## config.mk

```make
export PLATFORM = sky130hd
export DESIGN_NAME = alu_issue_dec
export DESIGN_NICKNAME = d
export VERILOG_FILES = /design/src/rtl/alu_issue_dec.sv
export SDC_FILE = /design/constraint.sdc
export NUM_CORES = 1
export LEC_CHECK = 0
export BUFFER_PORTS_ARGS = -buffer_cell sky130_fd_sc_hd__buf_4
export CORE_ASPECT_RATIO = 1.75
export CORE_UTILIZATION = 49
export CTS_CLUSTER_DIAMETER = 80
export DETAILED_ROUTE_END_ITERATION = 7
export GPL_TIMING_DRIVEN = 0
export PLACE_DENSITY = 0.91
export REMOVE_ABC_BUFFERS = 1
export SKIP_CTS_REPAIR_TIMING = 1
export SLEW_MARGIN = 20
export SYNTH_ARGS = -nofsm -noshare
export SYNTH_HDL_FRONTEND = slang
export SYNTH_SLANG_ARGS = --single-unit
```

## constraint.sdc

```tcl
create_clock -name clk -period 4.12 [get_ports clk]
set_input_delay 0.206 -clock clk [delete_from_list [all_inputs] [get_ports clk]]
set_output_delay 0.206 -clock clk [all_outputs]
set_load 0.1 [all_outputs]
```

## src/rtl/alu_issue_dec.sv

```systemverilog
// MIPS-I decode stage feeding the ALU: decodes one instruction per cycle
// into an EXE op code plus operands, held in a handshaked ID/EX register.
module alu_issue_dec #(
    parameter int IMM_W = 16
) (
    input  logic        clk,
    input  logic        rst,
    input  logic        in_valid,
    output logic        in_ready,
    input  logic [31:0] instr,
    input  logic [31:0] rs_data,
    input  logic [31:0] rt_data,
    input  logic        flush,
    output logic        out_valid,
    input  logic        out_ready,
    output logic [7:0]  op,
    output logic [31:0] a,
    output logic [31:0] b,
    output logic        wreg,
    output logic [4:0]  waddr,
    output logic        illegal
);

    localparam logic [7:0] EXE_NOP_OP  = 8'b00000000;
    localparam logic [7:0] EXE_AND_OP  = 8'b00100100;
    localparam logic [7:0] EXE_OR_OP   = 8'b00100101;
    localparam logic [7:0] EXE_XOR_OP  = 8'b00100110;
    localparam logic [7:0] EXE_NOR_OP  = 8'b00100111;
    localparam logic [7:0] EXE_ANDI_OP = 8'b01011001;
    localparam logic [7:0] EXE_ORI_OP  = 8'b01011010;
    localparam logic [7:0] EXE_XORI_OP = 8'b01011011;
    localparam logic [7:0] EXE_LUI_OP  = 8'b01011100;
    localparam logic [7:0] EXE_SLT_OP  = 8'b00101010;
    localparam logic [7:0] EXE_ADD_OP  = 8'b00100000;
    localparam logic [7:0] EXE_SUB_OP  = 8'b00100010;
    localparam logic [7:0] EXE_ADDI_OP = 8'b01010101;
    localparam logic [7:0] EXE_BEQ_OP  = 8'b01010001;
    localparam logic [7:0] EXE_LW_OP   = 8'b11100011;
    localparam logic [7:0] EXE_SW_OP   = 8'b11101011;

    localparam logic [5:0] OPC_SPECIAL = 6'b000000;
    localparam logic [5:0] OPC_ADDI    = 6'b001000;
    localparam logic [5:0] OPC_ANDI    = 6'b001100;
    localparam logic [5:0] OPC_ORI     = 6'b001101;
    localparam logic [5:0] OPC_XORI    = 6'b001110;
    localparam logic [5:0] OPC_LUI     = 6'b001111;
    localparam logic [5:0] OPC_LW      = 6'b100011;
    localparam logic [5:0] OPC_SW      = 6'b101011;
    localparam logic [5:0] OPC_BEQ     = 6'b000100;

    localparam logic [5:0] FN_ADD = 6'b100000;
    localparam logic [5:0] FN_SUB = 6'b100010;
    localparam logic [5:0] FN_AND = 6'b100100;
    localparam logic [5:0] FN_OR  = 6'b100101;
    localparam logic [5:0] FN_XOR = 6'b100110;
    localparam logic [5:0] FN_NOR = 6'b100111;
    localparam logic [5:0] FN_SLT = 6'b101010;

    logic [5:0]       opcode;
    logic [5:0]       funct;
    logic [4:0]       rt_f;
    logic [4:0]       rd_f;
    logic [IMM_W-1:0] imm;
    logic [31:0]      sext;
    logic [31:0]      zext;

    assign opcode = instr[31:26];
    assign funct  = instr[5:0];
    assign rt_f   = instr[20:16];
    assign rd_f   = instr[15:11];
    assign imm    = instr[IMM_W-1:0];
    assign sext   = {{(32-IMM_W){imm[IMM_W-1]}}, imm};
    assign zext   = {{(32-IMM_W){1'b0}}, imm};

    logic [7:0]  d_op;
    logic [31:0] d_a;
    logic [31:0] d_b;
    logic        d_wreg;
    logic [4:0]  d_waddr;
    logic        d_illegal;

    always_comb begin
        d_op      = EXE_NOP_OP;
        d_a       = rs_data;
        d_b       = rt_data;
        d_wreg    = 1'b0;
        d_waddr   = 5'd0;
        d_illegal = 1'b0;
        if (instr != 32'd0) begin
            case (opcode)
                OPC_SPECIAL: begin
                    d_wreg  = 1'b1;
                    d_waddr = rd_f;
                    case (funct)
                        FN_ADD:  d_op = EXE_ADD_OP;
                        FN_SUB:  d_op = EXE_SUB_OP;
                        FN_AND:  d_op = EXE_AND_OP;
                        FN_OR:   d_op = EXE_OR_OP;
                        FN_XOR:  d_op = EXE_XOR_OP;
                        FN_NOR:  d_op = EXE_NOR_OP;
                        FN_SLT:  d_op = EXE_SLT_OP;
                        default: begin
                            d_wreg    = 1'b0;
                            d_waddr   = 5'd0;
                            d_illegal = 1'b1;
                        end
                    endcase
                end
                OPC_ADDI: begin
                    d_op = EXE_ADDI_OP; d_b = sext;
                    d_wreg = 1'b1; d_waddr = rt_f;
                end
                OPC_ANDI: begin
                    d_op = EXE_ANDI_OP; d_b = zext;
                    d_wreg = 1'b1; d_waddr = rt_f;
                end
                OPC_ORI: begin
                    d_op = EXE_ORI_OP; d_b = zext;
                    d_wreg = 1'b1; d_waddr = rt_f;
                end
                OPC_XORI: begin
                    d_op = EXE_XORI_OP; d_b = zext;
                    d_wreg = 1'b1; d_waddr = rt_f;
                end
                OPC_LUI: begin
                    d_op = EXE_LUI_OP; d_b = zext;
                    d_wreg = 1'b1; d_waddr = rt_f;
                end
                OPC_LW: begin
                    d_op = EXE_LW_OP; d_b = sext;
                    d_wreg = 1'b1; d_waddr = rt_f;
                end
                OPC_SW: begin
                    d_op = EXE_SW_OP; d_b = sext;
                    d_waddr = rt_f;
                end
                OPC_BEQ: begin
                    d_op = EXE_BEQ_OP;
                    d_waddr = rt_f;
                end
                default: d_illegal = 1'b1;
            endcase
            // $0 is hardwired: never request a write to it
            if (d_waddr == 5'd0)
                d_wreg = 1'b0;
        end
    end

    logic accept;

    assign in_ready = !rst && !flush && (!out_valid || out_ready);
    assign accept   = in_valid && in_ready;

    always_ff @(posedge clk or posedge rst) begin
        if (rst) begin
            out_valid <= 1'b0;
            op        <= 8'd0;
            a         <= 32'd0;
            b         <= 32'd0;
            wreg      <= 1'b0;
            waddr     <= 5'd0;
            illegal   <= 1'b0;
        end else if (flush) begin
            out_valid <= 1'b0;
            wreg      <= 1'b0;
        end else if (accept) begin
            out_valid <= 1'b1;
            op        <= d_op;
            a         <= d_a;
            b         <= d_b;
            wreg      <= d_wreg;
            waddr     <= d_waddr;
            illegal   <= d_illegal;
        end else if (out_ready) begin
            // drained: payload stays for debug, only the write enable drops
            out_valid <= 1'b0;
            wreg      <= 1'b0;
        end
    end

endmodule

```

After elaboration in Yosys (flattened, before gate mapping)
Cells that the tools add are included.

Input bits: 101. Word-level logic and storage cells: 61. Register bits after elaboration: 80. Output and inout port bits: 81.

Multiplexer cells: 21. Bitwise gates (word level): 1. Reduce and logical (&&, ||, !) cells: 17. Equal/unequal tests: 15.

Operator list (count): case mux 8 bit (9 select lines) (1); case mux 32 bit (2 select lines) (1); == test 6 bit, second input constant (9); case mux 6 bit (7 select lines) (1); 2-to-1 mux 32 bit (1); nonzero test 32 bit (1); == test 6 x 4 -> 1 bit, second input constant (5); 2-to-1 mux 5 bit (3); 2-to-1 mux 1 bit (10); case mux 5 bit (2 select lines) (1); 2-to-1 mux 8 bit (1); OR reduction 8 bit (1); OR reduction 7 bit (1); == test 6 x 3 -> 1 bit, second input constant (1); zero test 6 bit (1); OR reduction 6 bit (1); zero test 5 bit (1); case mux 1 bit (2 select lines) (2); OR reduction 4 bit (1); logical AND 1 bit (3); zero test 1 bit (3); nonzero test 3 bit (1); OR reduction 3 bit (1); AND reduction 2 bit (1); 2 further kinds (2).

Logic depth before layout (Yosys ltp)
Gate-level depths: netlist of the first run.

Word-level depth: 10. Mapped depth: 7. Gate-level depth less buffers: 5.

Worst setup path after synthesis of the first run
No wires, ideal clock.

Kind: flip-flop to flip-flop. Start point: register out_valid. End point: register illegal. Period minus slack after synthesis: 4.401 ns. Library setup time: 0.135 ns. Required time: 3.985 ns. Path slack: -0.281 ns. Path buffers: 2. Arrival time: 4.266 ns. Stages on the path, launching flop included: 7. Path through: dfrtp_1 > a211oi_1 > nand2_1 > clkbuf_1 > clkbuf_1 > nand2_1 > o21ai_0.

Longest elaborated chain between the ends: 5.

RTL lines: start: declaration (RTL line 14) `output logic out_valid,`; start signal: assignment (RTL line 156) `out_valid <= 1'b0;`; start signal: assignment (RTL line 164) `out_valid <= 1'b0;`; start signal: assignment (RTL line 167) `out_valid <= 1'b1;`; zero test 1 bit (RTL line 151) `assign in_ready = !rst && !flush && (!out_valid || out_ready);`; logical OR 1 bit (RTL line 151); logical AND 1 bit (RTL line 151); via in_ready (RTL line 9) `output logic in_ready,`; logical AND 1 bit (RTL line 152) `assign accept = in_valid && in_ready;`; AND reduction 2 bit (no source line); end signal: assignment (RTL line 173) `illegal <= d_illegal;`; end: declaration (RTL line 21) `output logic illegal`.

The timed path passes the listed nets, and every way through them passes these cells. A chain may end at the register's enable or synchronous reset.

Final worst setup path of the first run
Start point: input rst. End point: register b[27].

Longest elaborated chain between the ends: 5.

RTL lines: start: declaration (RTL line 7) `input logic rst,`; zero test 1 bit (no source line); logical AND 1 bit (2 in series) (RTL line 151); logical AND 1 bit (RTL line 152); AND reduction 2 bit (no source line); end signal: assignment (RTL line 159) `b <= 32'd0;`; end signal: assignment (RTL line 170) `b <= d_b;`; end: declaration (RTL line 18) `output logic [31:0] b,`.

Every way passes these cells.

==> impl_summary.log, run 1 <==
INFO  metric status = complete, no violations
INFO  metric worst-path-buf-inv = 3
INFO  metric ys.warnings.count = 0
INFO  metric cts_buffers = 9
INFO  metric vdd_drop_max = 415.2 uV
INFO  metric postSynthRegisterBits = 80
INFO  metric gp_congestion = slightly above 0.8
INFO  metric start_kind = input pin
INFO  metric grt_antenna_before_repair = 0
INFO  metric grt_pass1_wl = approximately 16 mm
INFO  metric synth_compound_gate_area_share = 0.1235
INFO  metric grt_remaining_overflow = 0
INFO  metric critical_path.endpoint_type = flip-flop
INFO  metric drive_gt1_frac = 0.3652
INFO  metric timing.final.crit_period = between 2 and 3 ns
INFO  metric clock_sinks = 80
INFO  metric detailed_place.area = 5037 um2
INFO  metric synth_area_per_cell = approximately 9.1 um2
INFO  metric route.final.wire_length = 10.52 mm
INFO  metric required = 4.28 ns
INFO  metric place.detailed.hpwl = 7.854 mm
INFO  metric die_w = between 60 and 70 um
INFO  metric first_iter_violations = ~290
INFO  metric effective_utilization_at_floorplan = 0.5049
INFO  metric route.vias.total = approximately 3500
INFO  metric port-buffer-count = about 180
INFO  metric layout-area-overhead-vs-synth = 47.76%
INFO  metric power.total = about 3.3 mW
INFO  metric cts.path.max_buffers = 2
INFO  metric power_density = around 610 nW/um2
INFO  metric crit_family = compound AO/OA/AOI/OAI gates
INFO  metric antenna_violating_nets_post_route = 0
INFO  metric tightestPinTransition = 0.7577 ns
INFO  metric fp.dieH = 115.8 um
INFO  metric timing.max_slew.rel_slack = 0.4925
INFO  metric arr_time_crit_path = ~2.8 ns
INFO  metric setup_violations = 0
INFO  metric fillerInstances = 530
INFO  metric final_net_count = 671
INFO  metric synthesized_area_fraction_occupied_by_adder_cells = 0
INFO  metric reg2reg_slack = about 1.6 ns
INFO  metric timing.final.ws_setup = ~1.5 ns
INFO  metric first_pass_iters = 4
INFO  metric routed_via_density = between 5 and 6
INFO  metric yosys.area_share.simple = 0.2360
INFO  metric die_area = between 7000 and 8000 um2
INFO  metric netlist_instances = just under 400
INFO  metric ys_types = 44
INFO  metric wl_per_cell = 15.91 um
INFO  metric clk_transition_reported_paths = 0.06 ns
INFO  metric floorplan.io_pins = about 180
INFO  metric cts-root-buf = sky130_fd_sc_hd__clkbuf_16
INFO  metric vias_in_the_first_global_route = around 3400
INFO  metric h-tree-depth = 3
INFO  metric timing.final.hold_violations = 0
INFO  metric clock.fmax = approximately 380 MHz
INFO  metric maxCapViolCount = 0
INFO  metric finClkSkew = around 0.0055 ns
INFO  metric synth_top_family_by_area = simple AND/OR/NAND/NOR gates
INFO  metric worst_skew_pair.late_latency = 0.33 ns
INFO  metric synth-edff-count = 0
INFO  metric path_max_fanout = between 40 and 50
INFO  metric coreArea = 7182 um2
INFO  metric synth_xor_area_frac = 0
INFO  metric tritoncts = done
INFO  metric timing.final.crit_share = 0.6389
INFO  metric rsz0062_at_grt = no
INFO  metric post-place-ws = between 1.5 and 2 ns
INFO  metric timing.critical_path.slowest_cell_delay = ~0.56 ns
INFO  metric asyncSetResetFlopFracSynth = 1.000
INFO  metric synth.area.mux_share = 0.04727
INFO  metric number_of_inserted_diodes = 0
INFO  metric final_report_max_slew_violation_count = 0
INFO  metric synth_flop_type = sky130_fd_sc_hd__dfrtp_1
INFO  metric sequential_cell_area_fraction_in_the_yosys_report = 0.5521
INFO  metric setup.worst_path.class = in -> reg
INFO  metric worst_hold_path_type = in -> reg
INFO  metric final_area = roughly 5400 um2
INFO  metric critical_path.slowest_cell = sky130_fd_sc_hd__a21oi_2
INFO  metric grt.total_usage = 0.2807
INFO  metric path_cells = dlygate4sd3_1 -> buf_4 -> a211oi_1 -> nand2_4 -> buf_12 -> a21oi_2 -> a21oi_1
INFO  metric grt_start_max_net_pins = 55
INFO  metric syn-cell-area = roughly 3600 um2
INFO  metric drc_markers = 0
INFO  metric static-leakage-power = ~2.9 nW
INFO  metric fp-row-count = approximately 40
## path summary, 6_finish.rpt
| kind | from | cells past startpoint | end |
|---|---|---|---|
| setup / recovery | rst | 7 | b[27] |
| min in group asynchronous | rst | 3 | wreg |
| max in group asynchronous | rst | 4 | b[20] |
| hold / removal | rs_data[4] | 3 | a[4] |
| hold reg to reg | a[18] | 2 | a[18] |
| setup reg to reg | out_valid | 5 | b[27] |
## area by class of cell
type                            instances  area (um2)  share of cell area
Inverter                                4       17.52            0.003269
Timing Repair Buffer                  186        1464              0.2732
Sequential cell                        80        2002              0.3737
Clock inverter                          3       42.54            0.007940
Multi-Input combinational cell        289        1484              0.2770
Tap cell                               86       107.6             0.02008
Clock buffer                           13       240.2             0.04484
## state kept, by name (all words and copies together), names as in the netlist
| name | cells |
|---|---|
| wreg | 1 |
| waddr | 5 |
| a | 32 |
| b | 32 |
| illegal | 1 |
| out_valid | 1 |
| op | 8 |
## per-stage QoR
stage | hold slack, ns | util | instances | setup TNS [ns]
floorplan | 0.3053 | - | 373 | -138.91
global placement | 0.3967 | 0.6904 | 640 | 0
detailed placement | 0.2471 | 0.7014 | 643 | 0
CTS | -0.1062 | 0.7408 | 659 | 0
global route | 0.06838 | 0.7460 | 661 | 0
finish | 0.06408 | 0.7460 | 661 | 0
## cell usage after synthesis (all sizes together), types with 2 or more instances
cell / instances / area (um2)
buf: 13 / 88.83
a31oi: 4 / 40.04
a221oi: 5 / 43.79
or2: 3 / 18.77
nor3: 5 / 25.02
clkbuf: 12 / 45.04
inv: 4 / 15.01
a211oi: 2 / 27.53
nand2b: 2 / 12.51
nand3: 3 / 15.01
nor2: 31 / 116.4
nor4: 3 / 18.77
o31ai: 4 / 35.03
a21oi: 22 / 113.9
nand3b: 2 / 15.01
nor4b: 2 / 32.53
a211o: 2 / 17.52
o21ai: 24 / 120.1
nand2: 145 / 544.3
dfrtp: 80 / 2002
mux2i: 16 / 160.2
## per-layer routing
metal | share of wire | track usage | up-vias
met5 | 0 | 0 | -
met3 | 0.053 | 0.06693 | 37
met1 | 0.34 | 0.2862 | 1667
met2 | 0.56 | 0.5013 | 159
met4 | 0.048 | 0.1645 | 0
li1 | - | - | 1680
## report_power, final
| part | switching [mW] | internal, mW |
|---|---|---|
| Combinational | 1.21 | 0.313 |
| Clock | 0.296 | 0.469 |
| Sequential | 0.0738 | 0.918 |
| Total | 1.58 | 1.70 |
## worst register-to-register path, delay by kind of cell (launching register included)
kind	cells	cell delay [ns]
AND/OR/NAND/NOR	1	0.36
AO/OA/AOI/OAI	3	1.26
buffers and inverters	1	0.30
flip-flops	1	0.39
## placed cells by master, fill, tap and decap left out, types with 2 or more instances in the layout
master,instances
sky130_fd_sc_hd__nor2_1,31
sky130_fd_sc_hd__a211o_1,2
sky130_fd_sc_hd__o21ai_1,14
sky130_fd_sc_hd__nor4_1,3
sky130_fd_sc_hd__nand2_1,144
sky130_fd_sc_hd__a31oi_1,3
sky130_fd_sc_hd__dfrtp_1,80
sky130_fd_sc_hd__clkbuf_16,9
sky130_fd_sc_hd__mux2i_1,16
sky130_fd_sc_hd__nor3_1,5
sky130_fd_sc_hd__buf_4,181
sky130_fd_sc_hd__o21ai_0,10
sky130_fd_sc_hd__a221oi_1,5
sky130_fd_sc_hd__o31ai_1,3
sky130_fd_sc_hd__a21oi_1,21
sky130_fd_sc_hd__buf_12,2
sky130_fd_sc_hd__inv_1,3
sky130_fd_sc_hd__clkbuf_1,4
sky130_fd_sc_hd__nand3b_1,2
sky130_fd_sc_hd__nand2b_1,2
sky130_fd_sc_hd__buf_16,2
sky130_fd_sc_hd__or2_2,3
sky130_fd_sc_hd__nand3_1,3
## kinds of logic after synthesis
kind of cell	Yosys count
flops	80
compound gates	69
buf+inv	29
simple gates	203
mux	17
Note: power is estimated with default switching activity, not from simulation.
==> run 2, diff against run 1 <==
--- a/config.mk
+++ b/config.mk
@@ -7,11 +7,11 @@
 export LEC_CHECK = 0
 export BUFFER_PORTS_ARGS = -buffer_cell sky130_fd_sc_hd__buf_4
 export CORE_ASPECT_RATIO = 1.75
-export CORE_UTILIZATION = 49
+export CORE_UTILIZATION = 41
 export CTS_CLUSTER_DIAMETER = 80
 export DETAILED_ROUTE_END_ITERATION = 7
 export GPL_TIMING_DRIVEN = 0
-export PLACE_DENSITY = 0.91
+export PLACE_DENSITY = 0.82
 export REMOVE_ABC_BUFFERS = 1
 export SKIP_CTS_REPAIR_TIMING = 1
 export SLEW_MARGIN = 20
==> constraint.sdc (replaced) <==
create_clock -name clk -period 2.14 [get_ports clk]
set_input_delay 0.107 -clock clk [delete_from_list [all_inputs] [get_ports clk]]
set_output_delay 0.107 -clock clk [all_outputs]
set_load 0.1 [all_outputs]
==> run 2 against run 1 <==
The flow now finishes with violations (negative hold slack). Clock power is 100% higher. Wire length rose by 3.6%. Hold slack got worse by 0.069 ns. Combinational power rose by 96%. Final cell count grew 9.1%. Sequential share of layout area shrank 2.5 points. Clock skew is 0.0012 ns lower. Worst setup slack got worse by 1.3 ns. Flip-flop and latch count is the same. Largest cell class unchanged. Largest power group unchanged.
==> impl_summary.log, run 2 (same netlist as run 1, synthesis figures left out) <==
INFO  metric status = finished, violations left
INFO  metric violations = negative hold slack
INFO  metric timing.final.hold_violations = 1
INFO  metric effective_utilization_at_floorplan = 0.4209
INFO  metric clock.fmax = approximately 510 MHz
INFO  metric path_max_fanout = between 70 and 80
INFO  metric internal_power = 3.397 mW
INFO  metric tightestPinTransition = 0.8044 ns
INFO  metric start_kind = input pin
INFO  metric arr_time_crit_path = roughly 2.1 ns
INFO  metric clock_sinks = 80
INFO  metric clk_transition_reported_paths = approximately 0.06 ns
INFO  metric layout-area-overhead-vs-synth = 58.14%
INFO  metric worst_skew_pair.late_latency = 0.32 ns
INFO  metric drc_markers = 0
INFO  metric cts.path.max_buffers = 2
INFO  metric route.final.wire_length = 10.89 mm
INFO  metric most_common_cell_after_layout_fill_and_taps_aside = sky130_fd_sc_hd__buf_4
INFO  metric route.vias.total = 3634
INFO  metric rr_worst_depth = 5
INFO  metric cts_buffers = 9
INFO  metric static-leakage-power = around 3.0 nW
INFO  metric final.hold.worst_slack = -0.004817 ns
INFO  metric critical_path.endpoint_type = flip-flop
INFO  metric cts-root-buf = sky130_fd_sc_hd__clkbuf_16
INFO  metric worstReg2RegEnd = b[27]
INFO  metric die_w = approximately 73 um
INFO  metric finClkSkew = approximately 0.0043 ns
INFO  metric timing.final.crit_share = 0.9094
INFO  metric grt.total_usage = 0.2232
INFO  metric vdd_drop_max = between 500 and 600 uV
INFO  metric finalSetupTns = 0 ns
INFO  metric critical_path.endpoint = b[27]
INFO  metric reg2reg_slack = 0.22 ns
INFO  metric floorplan.io_pins = 182
INFO  metric antenna_violating_nets_post_route = 0
INFO  metric routed_via_density = roughly 5
INFO  metric reg.largest.list = a: 32 flops, b: 32 flops, op: 8 flops
INFO  metric timing.max_slew.rel_slack = 0.4612
INFO  metric required = between 2 and 2.5 ns
INFO  metric die_area = slightly above 9000 um2
INFO  metric netSwitchingFraction = 0.4727
INFO  metric r2r_start = out_valid
INFO  metric final_net_count = around 700
INFO  metric sequentialPowerShare = 0.296
INFO  metric total_switching_power = about 3.0 mW
INFO  metric setup.worst_path.class = in -> reg
INFO  metric power_density = 1123 nW/um2
INFO  metric first_pass_iters = 4
INFO  metric dpl.cell_count = roughly 670
INFO  metric wl_per_cell = between 15 and 20 um
INFO  metric fin_cells = around 700
INFO  metric first_iter_violations = around 160
INFO  metric power.total = about 6.4 mW
INFO  metric pwr-share-comb = 0.463
INFO  metric hold-path-cell-count = 3
INFO  metric grt_remaining_overflow = 0
INFO  metric final_report_max_slew_violation_count = 0
INFO  metric h-tree-depth = 3
INFO  metric coreArea = between 8000 and 9000 um2
INFO  metric setup.worst_path.start = rst
INFO  metric vias_in_the_first_global_route = about 3500
INFO  metric port-buffer-count = 181
INFO  metric pwr-share-clk = 0.241
INFO  metric rsz0062_at_grt = no
INFO  metric place.detailed.hpwl = approximately 7.6 mm
INFO  metric fp.dieH = between 100 and 150 um
INFO  metric maxCapViolCount = 0
INFO  metric grt_antenna_before_repair = 0
INFO  metric grt_pass1_wl = roughly 16 mm
INFO  metric fp-row-count = 45
INFO  metric drive_gt1_frac = 0.3526
INFO  metric number_of_inserted_diodes = 0
INFO  metric tritoncts = done
INFO  metric most-common-layout-cells = sky130_fd_sc_hd__buf_4 (181), sky130_fd_sc_hd__nand2_1 (144), sky130_fd_sc_hd__dfrtp_1 (80), sky130_fd_sc_hd__nor2_1 (31), sky130_fd_sc_hd__dlygate4sd3_1 (31)
INFO  metric worst_hold_path_type = in -> reg
INFO  metric timing.final.crit_period = around 2 ns
INFO  metric gp_congestion = ~0.8
INFO  metric grt_start_max_net_pins = between 70 and 80
INFO  metric setup_violations = 0
[run 2: cell count changes in the layout (fill, tap and decap cells not counted), sizes merged]
| cell | delta |
|---|---|
| clkinv | -1 |
| dlygate4sd3 | +30 |
[run 2: worst min path at each step]
stage,start,endpoint
after CTS,rst,op[6]
after global placement,rs_data[26],a[26]
after global routing,rs_data[2],a[2]
final,rs_data[2],a[2]
after floorplan,instr[30],op[7]
after detailed placement,rst,op[6]
[run 2: through the flow]
step                area, um2  worst slack (ns)  utilization
floorplan                3492            -4.200            -
global placement         4997            -1.741       0.5801
detailed placement       5076           -0.1678       0.5893
CTS                      5384           -0.1833       0.6250
global route             5734           0.05353       0.6657
finish                   5734            0.1940       0.6657
[run 2: power by group through the flow]
stage	registers (mW)	logic (mW)	clock network [mW]
final	1.91	2.98	1.55
after global routing	1.93	3.08	1.65
after CTS	1.91	2.93	1.59
after detailed placement	1.93	2.92	0
after global placement	1.92	2.88	0
after floorplan	3.78	0.332	0
[run 2: critical path, cell delays in order]
cell                            delay, ns
sky130_fd_sc_hd__dlygate4sd3_1       0.54
sky130_fd_sc_hd__buf_4               0.15
sky130_fd_sc_hd__a211oi_2            0.32
sky130_fd_sc_hd__nand2_4             0.17
sky130_fd_sc_hd__buf_16              0.26
sky130_fd_sc_hd__a21oi_4             0.42
sky130_fd_sc_hd__a21oi_1             0.13
[run 2: cell type report]
cell class | count | area [um2]
flip-flops and latches | 80 | 2002
fillers | 694 | 2880
multi-input cells | 289 | 1496
clock buffers | 13 | 270.3
repair buffers | 216 | 1764
clock inverters | 2 | 37.54
well taps | 117 | 146.4
inverters | 4 | 17.52
[run 2: routing by layer]
layer  share of wire  global-route usage  up-vias
li1                -                   -     1737
met1            0.36              0.2339     1711
met2            0.55              0.4031      152
met3           0.049             0.03971       34
met4           0.039              0.1292        0
met5               0                   0        -
==> run 3, diff against run 2 <==
--- a/config.mk
+++ b/config.mk
@@ -5,13 +5,14 @@
 export SDC_FILE = /design/constraint.sdc
 export NUM_CORES = 1
 export LEC_CHECK = 0
-export BUFFER_PORTS_ARGS = -buffer_cell sky130_fd_sc_hd__buf_4
 export CORE_ASPECT_RATIO = 1.75
-export CORE_UTILIZATION = 41
+export CORE_UTILIZATION = 55
+export CTS_BUF_LIST = sky130_fd_sc_hd__clkbuf_8
 export CTS_CLUSTER_DIAMETER = 80
 export DETAILED_ROUTE_END_ITERATION = 7
+export DONT_BUFFER_PORTS = 1
 export GPL_TIMING_DRIVEN = 0
-export PLACE_DENSITY = 0.82
+export PLACE_DENSITY = 0.79
 export REMOVE_ABC_BUFFERS = 1
 export SKIP_CTS_REPAIR_TIMING = 1
 export SLEW_MARGIN = 20
==> run 3 against run 2 <==
The run ends with negative setup slack left. Sequential share of layout area up 5.4 points. Clock power decreased by 28%. Via count fell by 6.1%. Register-to-register slack worse by 0.30 ns. Worst setup slack worse by 0.27 ns. Sequential power grew 100%. Power is 14% lower. Count of clock-buffer cells in the layout fell by 2. Critical path depth unchanged. Global-route usage increased by 3.0 points. Wire length grew 5.8%. Largest power group is now registers.
==> impl_summary.log, run 3 (same netlist as run 1, synthesis figures left out) <==
INFO  metric final_net_count = between 500 and 600
INFO  metric static-leakage-power = about 2.4 nW
INFO  metric clock_sinks = 80
INFO  metric path_cells = a211oi_4 -> buf_12 -> buf_6 -> nand2_8 -> buf_16 -> a221oi_1 -> nor2_1
INFO  metric drc_markers = 0
INFO  metric most_common_cell_after_layout_fill_and_taps_aside = sky130_fd_sc_hd__nand2_1
INFO  metric route.vias.total = 3414
INFO  metric timing.final.crit_share = 1.037
INFO  metric critical_path.endpoint_type = flip-flop
INFO  metric violations = negative setup slack
INFO  metric power_density = 1119 nW/um2
INFO  metric fp.dieH = between 100 and 150 um
INFO  metric die_w = between 60 and 70 um
INFO  metric finClkSkew = roughly 0.0095 ns
INFO  metric arr_time_crit_path = 2.44 ns
INFO  metric grt_pass1_wl = 13.21 mm
INFO  metric cts.path.max_buffers = 2
INFO  metric multi_input_comb_area = 1525 um2
INFO  metric most-common-layout-cells = sky130_fd_sc_hd__nand2_1 (144), sky130_fd_sc_hd__dlygate4sd3_1 (90), sky130_fd_sc_hd__dfrtp_1 (79), sky130_fd_sc_hd__nor2_1 (31), sky130_fd_sc_hd__a21oi_1 (21)
INFO  metric floorplan.io_pins = roughly 180
INFO  metric reg.largest.list = a: 32 flops, b: 32 flops, op: 8 flops
INFO  metric wl_per_cell = around 20 um
INFO  metric coreArea = between 6000 and 7000 um2
INFO  metric die_area = between 6000 and 7000 um2
INFO  metric start_kind = flip-flop
INFO  metric maxCapViolCount = 0
INFO  metric final_report_max_slew_violation_count = 0
INFO  metric timing.final.ws_setup = -0.07959 ns
INFO  metric timing.final.hold_violations = 0
INFO  metric final.hold.worst_slack = 0.01597 ns
INFO  metric port-buffer-count = 0
INFO  metric cts-root-buf = sky130_fd_sc_hd__clkbuf_8
INFO  metric required = 2.36 ns
INFO  metric cts_buffers = 9
INFO  metric antenna_violating_nets_post_route = 0
INFO  metric first_iter_violations = ~360
INFO  metric post-place-ws = -0.8063 ns
INFO  metric grt.total_usage = 0.2533
INFO  metric worst_hold_path_type = in -> reg
INFO  metric vias_in_the_first_global_route = around 2800
INFO  metric tightestPinTransition = 0.9545 ns
INFO  metric layout-area-overhead-vs-synth = 37.23%
INFO  metric layout.area.seq = 2006 um2
INFO  metric gp_congestion = roughly 0.77
INFO  metric setup_violations = 1
INFO  metric timing.max_slew.rel_slack = 0.3636
INFO  metric worst_skew_pair.late_latency = between 0.3 and 0.4 ns
INFO  metric grt_remaining_overflow = 0
INFO  metric grt_antenna_before_repair = 0
INFO  metric vdd_drop_max = 774.4 uV
INFO  metric setup.worst_path.class = reg -> reg
INFO  metric first_pass_iters = 5
INFO  metric drive_gt1_frac = 0.08147
INFO  metric tritoncts = done
INFO  metric grt_start_max_net_pins = 60
INFO  metric fp-row-count = 38
INFO  metric fillerInstances = roughly 360
INFO  metric path_max_fanout = 14
INFO  metric timing.final.crit_period = 2.220 ns
INFO  metric critical_path.slowest_cell = sky130_fd_sc_hd__dfrtp_4
INFO  metric route.final.wire_length = around 12 mm
INFO  metric h-tree-depth = 3
INFO  metric number_of_inserted_diodes = 0
INFO  metric timing.critical_path.slowest_cell_delay = between 0.6 and 0.7 ns
INFO  metric clock.fmax = about 450 MHz
INFO  metric clk_transition_reported_paths = approximately 0.080 ns
INFO  metric place.detailed.hpwl = 6.427 mm
INFO  metric effective_utilization_at_floorplan = 0.5778
INFO  metric status = finished, violations left
INFO  metric routed_via_density = 5.979
==> run 3: cell types whose count changed in the layout (fill, tap and decap cells not counted), moves of 2 or more <==
| cell | before | now |
|---|---|---|
| sky130_fd_sc_hd__buf_4 | 181 | 2 |
| sky130_fd_sc_hd__dlygate4sd3_1 | 31 | 90 |
| sky130_fd_sc_hd__clkbuf_8 | 3 | 11 |
| sky130_fd_sc_hd__clkbuf_16 | 9 | 2 |
| sky130_fd_sc_hd__inv_1 | 3 | 6 |
| sky130_fd_sc_hd__buf_16 | 2 | 4 |
==> run 3: metal layers <==
layer	track usage	vias to the layer above	wire, um
li1	-	1499	-
met1	0.2629	1660	3793
met2	0.4362	205	6311
met3	0.08921	50	850
met4	0.1494	0	572
met5	0	-	0
==> run 3: worst paths after layout <==
check | from | to | slack [ns] | cells after the start
min reg2reg | out_valid | out_valid | 0.82 | 2
min | instr[30] | op[5] | 0.02 | 2
max | out_valid | waddr[1] | -0.08 | 7
max in group asynchronous | rst | a[2] | 1.36 | 3
max reg2reg | out_valid | waddr[1] | -0.08 | 7
min in group asynchronous | rst | out_valid | 0.19 | 2
==> run 3: through the flow <==
step / util / cell area, um2 / cells / power, mW / setup TNS [ns]
final: 0.7929 / 4976 / 571 / 5.567 / -0.07959
after global routing: 0.7929 / 4976 / 571 / 5.731 / -0.1956
after CTS: 0.6232 / 3911 / 474 / 5.363 / -23.71
after detailed placement: 0.5913 / 3711 / 458 / 4.274 / -22.36
after global placement: 0.5724 / 3592 / 453 / 4.217 / -428.39
after floorplan: - / 3492 / 373 / 4.114 / -299.94
==> run 3: worst max-delay path: cells and delay by family, from the launching register on <==
kind	cells	cell delay (ns)
and+or+nand+nor	2	0.15
buffers and inverters	3	0.53
AOI/OAI and AO/OA	2	0.76
DFF	1	0.64
==> run 3: area by class of cell <==
class                      count  share of cell area
clock buffer                  11             0.03042
tap                           80             0.02012
sequential                    80              0.4031
clock inverter                 5            0.009806
multi-input combinational    290              0.3065
timing repair buffer         101              0.2266
inverter                       4            0.003520
==> run 3: power by group <==
part           leakage (nW)  switching [mW]  internal, mW
registers             0.978            2.10          1.72
logic                  1.31           0.319         0.313
clock network         0.109           0.523         0.591
total                  2.40            2.94          2.62
